--- config.mk ---
export PLATFORM = sky130hd
export DESIGN_NAME = tx_frame_sequencer
export DESIGN_NICKNAME = d
export VERILOG_FILES = /design/src/rtl/tx_frame_sequencer.sv
export SDC_FILE = /design/constraint.sdc
export NUM_CORES = 1
export LEC_CHECK = 0
export ABC_AREA = 1
export CORE_UTILIZATION = 48
export CTS_CLUSTER_SIZE = 10
export DETAILED_ROUTE_END_ITERATION = 7
export PLACE_DENSITY = 0.76
export RECOVER_POWER = 100
export SYNTH_ARGS = -nofsm -noshare
export SYNTH_HDL_FRONTEND = slang
export SYNTH_SLANG_ARGS = --single-unit
export TNS_END_PERCENT = 20
--- constraint.sdc ---
create_clock -name i_clk -period 1.9 [get_ports i_clk]
set_input_delay 0.475 -clock i_clk [delete_from_list [all_inputs] [get_ports i_clk]]
set_output_delay 0.475 -clock i_clk [all_outputs]
set_load 0.02 [all_outputs]
--- src/rtl/tx_frame_sequencer.sv ---
// tx_frame_sequencer: frame-level byte sequencer in front of the Pack stage.
// Emits preamble, length byte, payload pass-through and an optional CRC-8, then
// idles the transmit chain for DRAIN_CYCLES cycles so downstream stages flush.
// Optional feature macro: TX_SEQ_CRC8_EN (CRC-8 poly 0x07, init 0, MSB first).
// Ports:
//   i_clk, i_reset          clock, asynchronous active-low reset
//   i_start, i_len, i_abort frame request, payload length, abort
//   s_data/s_valid/s_last   payload source, throttled by s_ready
//   o_bits/o_valid/i_ready  byte stream towards Pack
//   o_busy, o_done, o_len_err status (done/len_err are 1-cycle pulses)
module tx_frame_sequencer #(
   parameter int unsigned                SIZE_INPUT_BIT = 8,
   parameter int unsigned                PREAMBLE_LEN   = 4,
   parameter logic [SIZE_INPUT_BIT-1:0]  PREAMBLE_BYTE  = 8'hAA,
   parameter int unsigned                DRAIN_CYCLES   = 64
) (
   input  logic                      i_clk,
   input  logic                      i_reset,
   input  logic                      i_start,
   input  logic [7:0]                i_len,
   input  logic                      i_abort,
   input  logic [SIZE_INPUT_BIT-1:0] s_data,
   input  logic                      s_valid,
   input  logic                      s_last,
   output logic                      s_ready,
   output logic [SIZE_INPUT_BIT-1:0] o_bits,
   output logic                      o_valid,
   input  logic                      i_ready,
   output logic                      o_busy,
   output logic                      o_done,
   output logic                      o_len_err
);

   localparam int unsigned DW  = SIZE_INPUT_BIT;
   localparam int unsigned DCW = $clog2(DRAIN_CYCLES + 1);
   localparam logic [7:0]     PRE_LAST   = 8'(PREAMBLE_LEN - 1);
   localparam logic [DCW-1:0] DRAIN_LAST = DCW'(DRAIN_CYCLES - 1);

   typedef enum logic [2:0] {
      ST_IDLE     = 3'd0,
      ST_PREAMBLE = 3'd1,
      ST_LENGTH   = 3'd2,
      ST_PAYLOAD  = 3'd3,
`ifdef TX_SEQ_CRC8_EN
      ST_CRC      = 3'd4,
`endif
      ST_DRAIN    = 3'd5
   } state_t;

   // State entered after the last length/payload byte
`ifdef TX_SEQ_CRC8_EN
   localparam state_t ST_TAIL = ST_CRC;
`else
   localparam state_t ST_TAIL = ST_DRAIN;
`endif

   state_t         state_q, state_d;
   logic [7:0]     len_q, len_d;
   logic [7:0]     byte_cnt_q, byte_cnt_d;
   logic [DCW-1:0] drain_cnt_q, drain_cnt_d;
   logic           done_q, done_d;
   logic           len_err_q, len_err_d;
   logic           accept_c;
   logic           last_byte_c;
`ifdef TX_SEQ_CRC8_EN
   logic [7:0]     crc_q, crc_d;

   // One byte of CRC-8, poly 0x07, MSB first
   function automatic logic [7:0] crc8_upd(input logic [7:0] crc, input logic [7:0] data);
      logic [7:0] c;
      c = crc ^ data;
      for (int i = 0; i < 8; i++) begin
         c = c[7] ? ((c << 1) ^ 8'h07) : (c << 1);
      end
      return c;
   endfunction
`endif

   assign accept_c    = o_valid & i_ready;
   assign last_byte_c = (byte_cnt_q == (len_q - 8'd1));

   // State and counter registers
   always_ff @(posedge i_clk or negedge i_reset) begin
      if (!i_reset) begin
         state_q     <= ST_IDLE;
         len_q       <= '0;
         byte_cnt_q  <= '0;
         drain_cnt_q <= '0;
         done_q      <= 1'b0;
         len_err_q   <= 1'b0;
`ifdef TX_SEQ_CRC8_EN
         crc_q       <= '0;
`endif
      end else begin
         state_q     <= state_d;
         len_q       <= len_d;
         byte_cnt_q  <= byte_cnt_d;
         drain_cnt_q <= drain_cnt_d;
         done_q      <= done_d;
         len_err_q   <= len_err_d;
`ifdef TX_SEQ_CRC8_EN
         crc_q       <= crc_d;
`endif
      end
   end

   // Next-state, counters and status pulses
   always_comb begin
      state_d     = state_q;
      len_d       = len_q;
      byte_cnt_d  = byte_cnt_q;
      drain_cnt_d = drain_cnt_q;
      len_err_d   = 1'b0;
`ifdef TX_SEQ_CRC8_EN
      crc_d       = crc_q;
`endif
      case (state_q)
         ST_IDLE: begin
            if (i_start) begin
               len_d      = i_len;
               byte_cnt_d = '0;
`ifdef TX_SEQ_CRC8_EN
               crc_d      = '0;
`endif
               state_d    = ST_PREAMBLE;
            end
         end
         ST_PREAMBLE: begin
            if (i_abort) begin
               state_d = ST_DRAIN;
            end else if (accept_c) begin
               if (byte_cnt_q == PRE_LAST) begin
                  byte_cnt_d = '0;
                  state_d    = ST_LENGTH;
               end else begin
                  byte_cnt_d = byte_cnt_q + 8'd1;
               end
            end
         end
         ST_LENGTH: begin
            if (i_abort) begin
               state_d = ST_DRAIN;
            end else if (accept_c) begin
`ifdef TX_SEQ_CRC8_EN
               crc_d   = crc8_upd(crc_q, len_q);
`endif
               state_d = (len_q != 8'd0) ? ST_PAYLOAD : ST_TAIL;
            end
         end
         ST_PAYLOAD: begin
            if (i_abort) begin
               state_d = ST_DRAIN;
            end else if (accept_c) begin
`ifdef TX_SEQ_CRC8_EN
               crc_d     = crc8_upd(crc_q, 8'(s_data));
`endif
               // s_last must coincide exactly with the len-th byte
               len_err_d = (s_last != last_byte_c);
               if (last_byte_c) begin
                  state_d = ST_TAIL;
               end else begin
                  byte_cnt_d = byte_cnt_q + 8'd1;
               end
            end
         end
`ifdef TX_SEQ_CRC8_EN
         ST_CRC: begin
            if (i_abort || accept_c) begin
               state_d = ST_DRAIN;
            end
         end
`endif
         ST_DRAIN: begin
            if (drain_cnt_q == DRAIN_LAST) begin
               state_d = ST_IDLE;
            end else begin
               drain_cnt_d = drain_cnt_q + DCW'(1);
            end
         end
         default: state_d = ST_IDLE;
      endcase
      if ((state_d == ST_DRAIN) && (state_q != ST_DRAIN)) begin
         drain_cnt_d = '0;
      end
      // o_done is high during the final DRAIN cycle
      done_d = (state_d == ST_DRAIN) && (drain_cnt_d == DRAIN_LAST);
   end

   // Outputs decoded from state; payload is a zero-latency pass-through
   always_comb begin
      o_bits  = '0;
      o_valid = 1'b0;
      s_ready = 1'b0;
      o_busy  = (state_q != ST_IDLE);
      case (state_q)
         ST_PREAMBLE: begin
            o_valid = 1'b1;
            o_bits  = PREAMBLE_BYTE;
         end
         ST_LENGTH: begin
            o_valid = 1'b1;
            o_bits  = DW'(len_q);
         end
         ST_PAYLOAD: begin
            o_valid = s_valid;
            o_bits  = s_data;
            s_ready = i_ready;
         end
`ifdef TX_SEQ_CRC8_EN
         ST_CRC: begin
            o_valid = 1'b1;
            o_bits  = DW'(crc_q);
         end
`endif
         default: ;
      endcase
   end

   assign o_done    = done_q;
   assign o_len_err = len_err_q;

endmodule

==> results of run 1 <==
## timing repair
action                     in CTS  in global routing
gates resized for setup        52                 44
pin swaps                       3                  2
setup endpoints to repair      23                 28
buffers inserted                1                  2
## cell usage in the layout, fill, tap and decap left out, types with 6 or more instances in the layout
cell type         n
a21oi_1          17
buf_4            27
clkdlybuf4s50_1  21
dfrtp_1          27
inv_1            31
inv_2             7
nand2_1          54
nand2_2          17
nand3_1          19
nand4_1           6
nor2_1           26
nor2_2            7
o21ai_0           7
o21ai_1           6
o21ai_2           8
xnor2_1           6
xor2_1            9
## how the worst min path moves through the flow
stage	start	to	slack, ns	cells after the start
CTS	i_reset	byte_cnt_q[0]	0.58	2
global placement	byte_cnt_q[6]	byte_cnt_q[6]	0.56	2
detailed placement	byte_cnt_q[6]	byte_cnt_q[6]	0.57	2
global route	byte_cnt_q[6]	byte_cnt_q[6]	0.64	2
floorplan	i_reset	byte_cnt_q[0]	0.18	0
finish	byte_cnt_q[6]	byte_cnt_q[6]	0.60	2
## sequential cells by signal, indices dropped and copies added, names as in the netlist
name and flops:
drain_cnt_q 7, len_q 8, o_done 1, state_q 3, o_len_err 1, byte_cnt_q 8
## power groups by stage
stage	Combinational (mW)	Sequential [mW]	Clock, mW
detailed placement	1.91	0.942	0
finish	2.02	0.952	0.328
global placement	1.86	0.936	0
global route	2.23	0.981	0.362
CTS	1.92	0.937	0.337
floorplan	1.25	0.917	0
## metal layers
layer	vias up	wire length, um
met2	52	2440
met4	0	40
met3	4	227
met5	-	0
li1	1044	-
met1	972	2450
## critical path: stages, from the launching register on
cell and delay [ns]:
dfrtp_1 0.44, nand2_2 0.09, nor2_4 0.18, buf_12 0.16, a21oi_1 0.06, o21ai_0 0.07
buf_2 0.19
## final cells by class
type                            instances  area, um2
Multi-Input combinational cell        215       1310
Fill cell                             352       1260
Sequential cell                        28        702
Timing Repair Buffer                   63        556
Inverter                               39        154
Tap cell                               50       62.6
Clock buffer                            3       41.3
## per-stage QoR
step                      cells  area, um2  util [%]  worst slack (ns)
final                       398       2830      69.2           -0.0249
after floorplan             284       2100         -           0.00410
after global placement      392       2700      66.1            -0.280
after CTS                   396       2760      67.4            -0.151
after global routing        398       2830      69.2            -0.111
after detailed placement    392       2700      66.1            -0.291
## kinds of logic after synthesis
| group | after synthesis | share of synthesized area (%) |
|---|---|---|
| AOI/OAI and AO/OA | 49 | 15.2 |
| xor gates and xnor gates | 15 | 6.27 |
| adders and majority gates | 4 | 2.39 |
| buffers and inverters | 41 | 7.58 |
| DFF | 28 | 33.4 |
| and+or+nand+nor | 147 | 35.1 |
## synthesized netlist by cell type
master,number,share of area [%]
nand2_1,62,11
inv_1,36,6.4
nor2_1,29,5.2
dfrtp_1,28,33
nand3_1,19,4.5
a21oi_1,18,4.3
o21ai_0,13,3.1
nand2_2,10,3.0
xor2_1,9,3.8
nand4_1,6,1.8
nor2_2,6,1.8
xnor2_1,6,2.5
o21ai_2,5,2.1
a21oi_2,4,1.7
ha_1,4,2.4
nand2_4,4,2.1
a21oi_4,3,2.3
nor2_4,3,1.6
o21ai_1,3,0.72
clkbuf_1,2,0.36
inv_2,2,0.36
nand3_2,2,0.96
nand3_4,2,1.7
o211ai_1,2,0.72
a31oi_1,1,0.30
and2_1,1,0.30
inv_6,1,0.42
nor3_1,1,0.24
nor3_2,1,0.48
nor4_1,1,0.30
==> results.json, run 1 <==
{
  "status": "complete, but fails checks",
  "failed_checks": "setup timing",
  "peakVddDrop_v": 0.000574,
  "grt_pass1_vias": 1912,
  "drv_slew": 0,
  "gr-usage-met3_pct": 3.33,
  "seqPwrFrac_pct": 28.8,
  "setup_slack_ns": -0.0249,
  "postSynthCellCount": 284,
  "finalCritPeriodShare_pct": 101,
  "finalNetCount": 377,
  "rsz0062_at_grt": "yes",
  "initialDrtViolationCount": 113,
  "grt_remaining_overflow": 0,
  "yosysUniqueCellTypes": 30,
  "timing.rr.end": "drain_cnt_q[3]",
  "yosys_warnings": 0,
  "rr_worst_depth": 15,
  "yosysSeqAreaShare_pct": 33.4,
  "detailed_place_hpwl_um": 4020,
  "crit_fanout": 7,
  "clk_latency_ns": 0.28,
  "first_pass_iters": 4,
  "syn_area_um2": 2100,
  "setup_tns_ns": -0.0354,
  "diodes": 0,
  "path_class": "reg2out",
  "clkTransAtPathRegs_ns": 0.10,
  "layout-drive-gt1-share_pct": 31.0,
  "tightest_slew_ns": 0.702,
  "grt_util_met1_pct": 33.0,
  "antenna_found_initial": 0,
  "grt_start_max_net_pins": 29,
  "finalSetupViolCount": 2,
  "cap_violations": 0,
  "timing.hold.ws_ns": 0.602,
  "core_um2": 4090,
  "syn_nets": 311,
  "vias": 2072,
  "wl_per_cell_um": 13.0,
  "ctsHoldBuffers": 0,
  "rows": 23,
  "die_y_um": 68.1,
  "cts-root-buf": "clkbuf_8",
  "relSlewSlack_pct": 53.2,
  "p_per_area_nw_per_um2": 1170,
  "worstHoldPathType": "reg2reg",
  "p_leak_nw": 1.33,
  "totalWireLength_um": 5160,
  "htree_levels": 1,
  "p_sw_share_pct": 47.0,
  "startpoint": "state_q[0]",
  "gr-usage-met2_pct": 40.9,
  "clockBufferDepth": 2,
  "tritoncts": "built",
  "dieArea_um2": 4630,
  "min_period_ns": 1.92,
  "cp-start-kind": "register",
  "fmax_mhz": 520,
  "viasPerCell": 5.21,
  "p_total_mw": 3.30,
  "ys_seq_elements": 28,
  "critPathCapture": "o_bits[5]",
  "port_buffers": 35,
  "cp-end-kind": "primary output",
  "grt_pass1_wl_um": 8470,
  "busiest_layer": "met2",
  "cts_buffers": 3,
  "timing.rr.start": "len_q[0]",
  "synth_area_per_cell_um2": 7.38,
  "initial_core_util_pct": 51.3,
  "skew_ns": 0.0119,
  "drc_errors": 0,
  "pwr-share-clk_pct": 9.9,
  "r2r_slack_ns": 0.01,
  "hold_viol": 0,
  "p_switching_mw": 1.55,
  "cp_data_arrival_time_ns": 1.45,
  "clkSinkCount": 28,
  "pwr-share-comb_pct": 61.3,
  "area_growth_pct": 34.9,
  "ant_nets": 0,
  "finalWeightedCongestion": 0.901,
  "ios": 36,
  "grt_util_all_layers_pct": 24.5,
  "cp_data_required_time_ns": 1.42,
  "intPower_mw": 1.75,
  "dieWidth_um": 68.1
}
Power figures use the tool's default switching activity.
==> inputs of run 2 (changes only) <==
--- a/config.mk
+++ b/config.mk
@@ -6,10 +6,11 @@
 export NUM_CORES = 1
 export LEC_CHECK = 0
 export ABC_AREA = 1
-export CORE_UTILIZATION = 48
+export CORE_UTILIZATION = 57
 export CTS_CLUSTER_SIZE = 10
 export DETAILED_ROUTE_END_ITERATION = 7
-export PLACE_DENSITY = 0.76
+export DONT_BUFFER_PORTS = 1
+export PLACE_DENSITY = 0.75
 export RECOVER_POWER = 100
 export SYNTH_ARGS = -nofsm -noshare
 export SYNTH_HDL_FRONTEND = slang
==> results.json, run 2 (same netlist as run 1, synthesis figures left out) <==
{
  "detailed_place_hpwl_um": 3550,
  "p_switching_mw": 1.59,
  "cap_violations": 0,
  "grt_util_all_layers_pct": 25.7,
  "rr_worst_depth": 16,
  "die_y_um": 62.6,
  "pwr-share-comb_pct": 60.7,
  "htree_levels": 1,
  "gr-usage-met2_pct": 41.8,
  "p_sw_share_pct": 46.4,
  "intPower_mw": 1.83,
  "port_buffers": 0,
  "clk_latency_ns": 0.34,
  "dp_slack_ns": 0.0101,
  "fin_area_um2": 2590,
  "skew_ns": 0.00760,
  "min_from": "i_len[7]",
  "antenna_found_initial": 0,
  "first_pass_iters": 5,
  "rows": 21,
  "area_growth_pct": 23.8,
  "status": "complete, but fails checks",
  "grt_remaining_overflow": 0,
  "min_period_ns": 2.05,
  "drc_errors": 0,
  "peakVddDrop_v": 0.000693,
  "p_leak_nw": 1.21,
  "vias": 1956,
  "initial_core_util_pct": 61.4,
  "grt_pass1_wl_um": 7870,
  "cp-start-kind": "register",
  "grt_util_met1_pct": 36.0,
  "cts_buffers": 3,
  "final_util_pct": 75.9,
  "finalCritPeriodShare_pct": 108,
  "grt_pass1_vias": 1758,
  "totalWireLength_um": 4930,
  "diodes": 0,
  "most-common-layout-cells": "nand2_1 (55), buf_4 (31), inv_1 (29)",
  "min_path_cells": 2,
  "ios": 36,
  "nFillCells": 250,
  "hold_path_end": "len_q[7]",
  "regArea_um2": 702,
  "place_area_um2": 2310,
  "seqPwrFrac_pct": 27.4,
  "timing.rr.end": "o_done",
  "hold_viol": 0,
  "busiest_layer": "met2",
  "finalNetCount": 350,
  "failed_checks": "setup timing",
  "r2r_slack_ns": -0.03,
  "cp_data_arrival_time_ns": 1.58,
  "crit_fanout": 4,
  "p_per_area_nw_per_um2": 1320,
  "timing.rr.start": "len_q[1]",
  "finalWeightedCongestion": 0.891,
  "gr-usage-met3_pct": 3.10,
  "setup_slack_ns": -0.154,
  "fmax_mhz": 487,
  "layout-drive-gt1-share_pct": 32.9,
  "cp-end-kind": "primary output",
  "top_regs": "byte_cnt_q: 8 flops, len_q: 8 flops, drain_cnt_q: 7 flops",
  "clkSinkCount": 28,
  "worstHoldPathType": "in2reg",
  "clockBufferDepth": 2,
  "dieArea_um2": 3920,
  "viasPerCell": 5.32,
  "initialDrtViolationCount": 117,
  "wl_per_cell_um": 13.4,
  "drv_slew": 0,
  "ant_nets": 0,
  "dieWidth_um": 62.6,
  "clkTransAtPathRegs_ns": 0.16,
  "core_um2": 3420,
  "rsz0062_at_grt": "yes",
  "relSlewSlack_pct": 54.1,
  "finalSetupViolCount": 15,
  "cts-root-buf": "clkbuf_4",
  "multi_input_area_um2": 1330,
  "tritoncts": "built",
  "final_common_cell": "nand2_1",
  "pwr-share-clk_pct": 11.9,
  "tightest_slew_ns": 0.688,
  "cp_data_required_time_ns": 1.42,
  "grt_start_max_net_pins": 29,
  "path_class": "reg2out"
}
run 2: layout make-up:
cell class	count	share of cell area, %
repair buffers	36	11.2
well taps	46	2.22
clock inverters	1	1.16
clock buffers	3	0.868
multi-input cells	215	51.3
inverters	39	6.17
flip-flops and latches	28	27.1
run 2: stage by stage:
stage / std cells / hold WS (ns) / total power, mW / setup TNS, ns
final: 368 / 0.264 / 3.41 / -1.05
after global routing: 368 / 0.254 / 3.65 / -3.13
after CTS: 361 / 0.264 / 3.16 / -0.734
after detailed placement: 348 / 0.180 / 2.61 / 0
after global placement: 348 / 0.180 / 2.59 / 0
after floorplan: 284 / 0.179 / 2.17 / 0
run 2: worst max-delay path, cell delays in order, from the launching register on:
cell and delay (ns):
dfrtp_1 0.46, buf_6 0.14, nand3_4 0.10, clkinvlp_4 0.16
a21oi_2 0.14, o21ai_1 0.07, buf_4 0.16
run 2: power by group through the flow:
stage | clock network [mW] | registers [mW] | logic [mW]
2_1_floorplan | 0 | 0.917 | 1.25
3_3_place_gp | 0 | 0.932 | 1.66
3_5_place_dp | 0 | 0.935 | 1.68
4_1_cts | 0.407 | 0.927 | 1.83
5_1_grt | 0.430 | 0.961 | 2.26
6_report | 0.408 | 0.935 | 2.07
run 2: how the worst max path moves through the flow:
stage / startpoint / to / slack, ns / cells after the start
2_1_floorplan: len_q[0] / byte_cnt_q[5] / 0.004 / 15
3_3_place_gp: len_q[0] / o_done / 0.07 / 16
3_5_place_dp: len_q[0] / byte_cnt_q[7] / 0.01 / 15
4_1_cts: state_q[0] / o_bits[1] / -0.11 / 6
5_1_grt: state_q[0] / o_bits[1] / -0.26 / 6
6_report: state_q[0] / o_bits[1] / -0.15 / 6
run 2: routing by layer:
metal / part of all wire, % / vias to the layer above
li1: - / 991
met3: 5.9 / 5
met5: 0 / -
met4: 0.81 / 0
met2: 47 / 67
met1: 46 / 893
run 2: timing repair:
item                                    in CTS  in global routing
endpoints found under the hold margin       28                  0
setup buffers                                7                  7
resized for setup                           14                 24
endpoints found under the setup margin      16                 27
hold buffers                                 2                  0
pin swaps                                    1                 14
==> inputs of run 3 (changes only) <==
--- a/config.mk
+++ b/config.mk
@@ -6,6 +6,8 @@
 export NUM_CORES = 1
 export LEC_CHECK = 0
 export ABC_AREA = 1
+export CAP_MARGIN = 20
+export CORE_ASPECT_RATIO = 2
 export CORE_UTILIZATION = 57
 export CTS_CLUSTER_SIZE = 10
 export DETAILED_ROUTE_END_ITERATION = 7
==> results.json, run 3 (same netlist as run 1, synthesis figures left out) <==
{
  "min_period_ns": 1.99,
  "top_regs": "byte_cnt_q: 8 flops, len_q: 8 flops, drain_cnt_q: 7 flops",
  "cp_data_required_time_ns": 1.42,
  "skew_ns": 0.00289,
  "multi_input_area_um2": 1340,
  "regArea_um2": 703,
  "seqPwrFrac_pct": 27.9,
  "detailed_place_hpwl_um": 4310,
  "clockBufferDepth": 2,
  "grt_pass1_wl_um": 8960,
  "ios": 36,
  "path_class": "reg2out",
  "relSlewSlack_pct": -7.19,
  "vias": 2064,
  "status": "complete, but fails checks",
  "first_pass_iters": 4,
  "failed_checks": "capacitance limit, slew limit, setup timing",
  "core_um2": 3450,
  "place_area_um2": 2320,
  "nFillCells": 268,
  "p_leak_nw": 1.24,
  "cp-end-kind": "primary output",
  "finalWeightedCongestion": 0.905,
  "grt_start_max_net_pins": 29,
  "worstHoldPathType": "in2reg",
  "p_per_area_nw_per_um2": 1330,
  "pwr-share-comb_pct": 60.9,
  "dp_slack_ns": -0.0807,
  "tightest_slew_ns": 1.61,
  "p_total_mw": 3.41,
  "cp_data_arrival_time_ns": 1.52,
  "peakVddDrop_v": 0.00104,
  "finalCritPeriodShare_pct": 105,
  "antenna_found_initial": 0,
  "diodes": 0,
  "dieArea_um2": 3940,
  "hold_viol": 0,
  "grt_remaining_overflow": 0,
  "port_buffers": 0,
  "wl_per_cell_um": 16.2,
  "die_y_um": 87.8,
  "cts_buffers": 3,
  "tritoncts": "built",
  "area_growth_pct": 22.6,
  "dieWidth_um": 44.9,
  "clk_latency_ns": 0.28,
  "ant_nets": 0,
  "final_common_cell": "nand2_1",
  "setup_slack_ns": -0.0902,
  "htree_levels": 1,
  "viasPerCell": 5.64,
  "drv_slew": 29,
  "crit_fanout": 5,
  "final_util_pct": 74.4,
  "initial_core_util_pct": 60.7,
  "cts-root-buf": "clkbuf_8",
  "rsz0062_at_grt": "yes",
  "initialDrtViolationCount": 74,
  "finalSetupViolCount": 19,
  "grt_util_all_layers_pct": 31.2,
  "most-common-layout-cells": "nand2_1 (56), inv_1 (32), nor2_1 (26), dfrtp_1 (26), buf_4 (26)",
  "layout-drive-gt1-share_pct": 30.5,
  "p_sw_share_pct": 48.9,
  "intPower_mw": 1.74,
  "grt_pass1_vias": 2056,
  "clkTransAtPathRegs_ns": 0.10,
  "pwr-share-clk_pct": 11.2,
  "totalWireLength_um": 5940,
  "drc_errors": 0,
  "fmax_mhz": 502,
  "cap_violations": 1,
  "clkSinkCount": 28,
  "fin_area_um2": 2570,
  "rows": 30,
  "finalNetCount": 346,
  "p_switching_mw": 1.67,
  "cp-start-kind": "register"
}
-- run 3: layer usage --
layer  up-vias  GRT usage [%]  routed length (um)
li1        981              -                   -
met1       990           28.4                1930
met2        73           63.6                3510
met3        20           3.30                 278
met4         0           13.8                 213
met5         -              0                   0
-- run 3: per-stage QoR --
step	instances	setup TNS, ns	hold WS, ns
6_report	366	-0.537	0.347
3_3_place_gp	353	-0.371	0.180
5_1_grt	366	-2.68	0.339
3_5_place_dp	353	-0.833	0.180
2_1_floorplan	284	0	0.179
4_1_cts	363	-0.214	0.0104
-- run 3: path summary, 6_finish.rpt --
| check | to | from | slack [ns] | cells past startpoint |
|---|---|---|---|---|
| max reg2reg | drain_cnt_q[3] | len_q[0] | -0.03 | 15 |
| max in group asynchronous | state_q[2] | i_reset | 0.27 | 1 |
| min in group asynchronous | byte_cnt_q[7] | i_reset | 0.58 | 1 |
| min | len_q[7] | i_len[7] | 0.35 | 2 |
| max | o_bits[3] | state_q[1] | -0.09 | 5 |
| min reg2reg | len_q[7] | len_q[7] | 0.60 | 2 |
-- run 3: layout make-up --
class / instances / area share [%]
well taps: 48 / 2.34
flip-flops and latches: 28 / 27.4
repair buffers: 31 / 9.21
clock buffers: 4 / 2.14
inverters: 39 / 6.38
repair inverters: 1 / 0.341
multi-input cells: 215 / 52.2
-- run 3: repair_timing --
item,4_1_cts,5_1_grt
hold endpoints to repair,28,0
hold buffers,1,0
setup buffers,5,2
resized for setup,18,26
gates cloned,0,1
endpoints found under the setup margin,25,29
pin swaps,4,10
-- run 3: power by group through the flow --
stage | sequential (mW) | combinational, mW | clock [mW]
global placement | 0.937 | 1.71 | 0
floorplan | 0.917 | 1.25 | 0
CTS | 0.930 | 1.88 | 0.377
detailed placement | 0.940 | 1.74 | 0
global route | 0.967 | 2.26 | 0.400
finish | 0.951 | 2.08 | 0.381
-- run 3: worst max-delay path, stage by stage, from the launching register on --
cell      delay [ns]
dfrtp_1         0.43
inv_1           0.19
nand3_4         0.17
buf_6           0.18
o211ai_1        0.10
buf_4           0.17
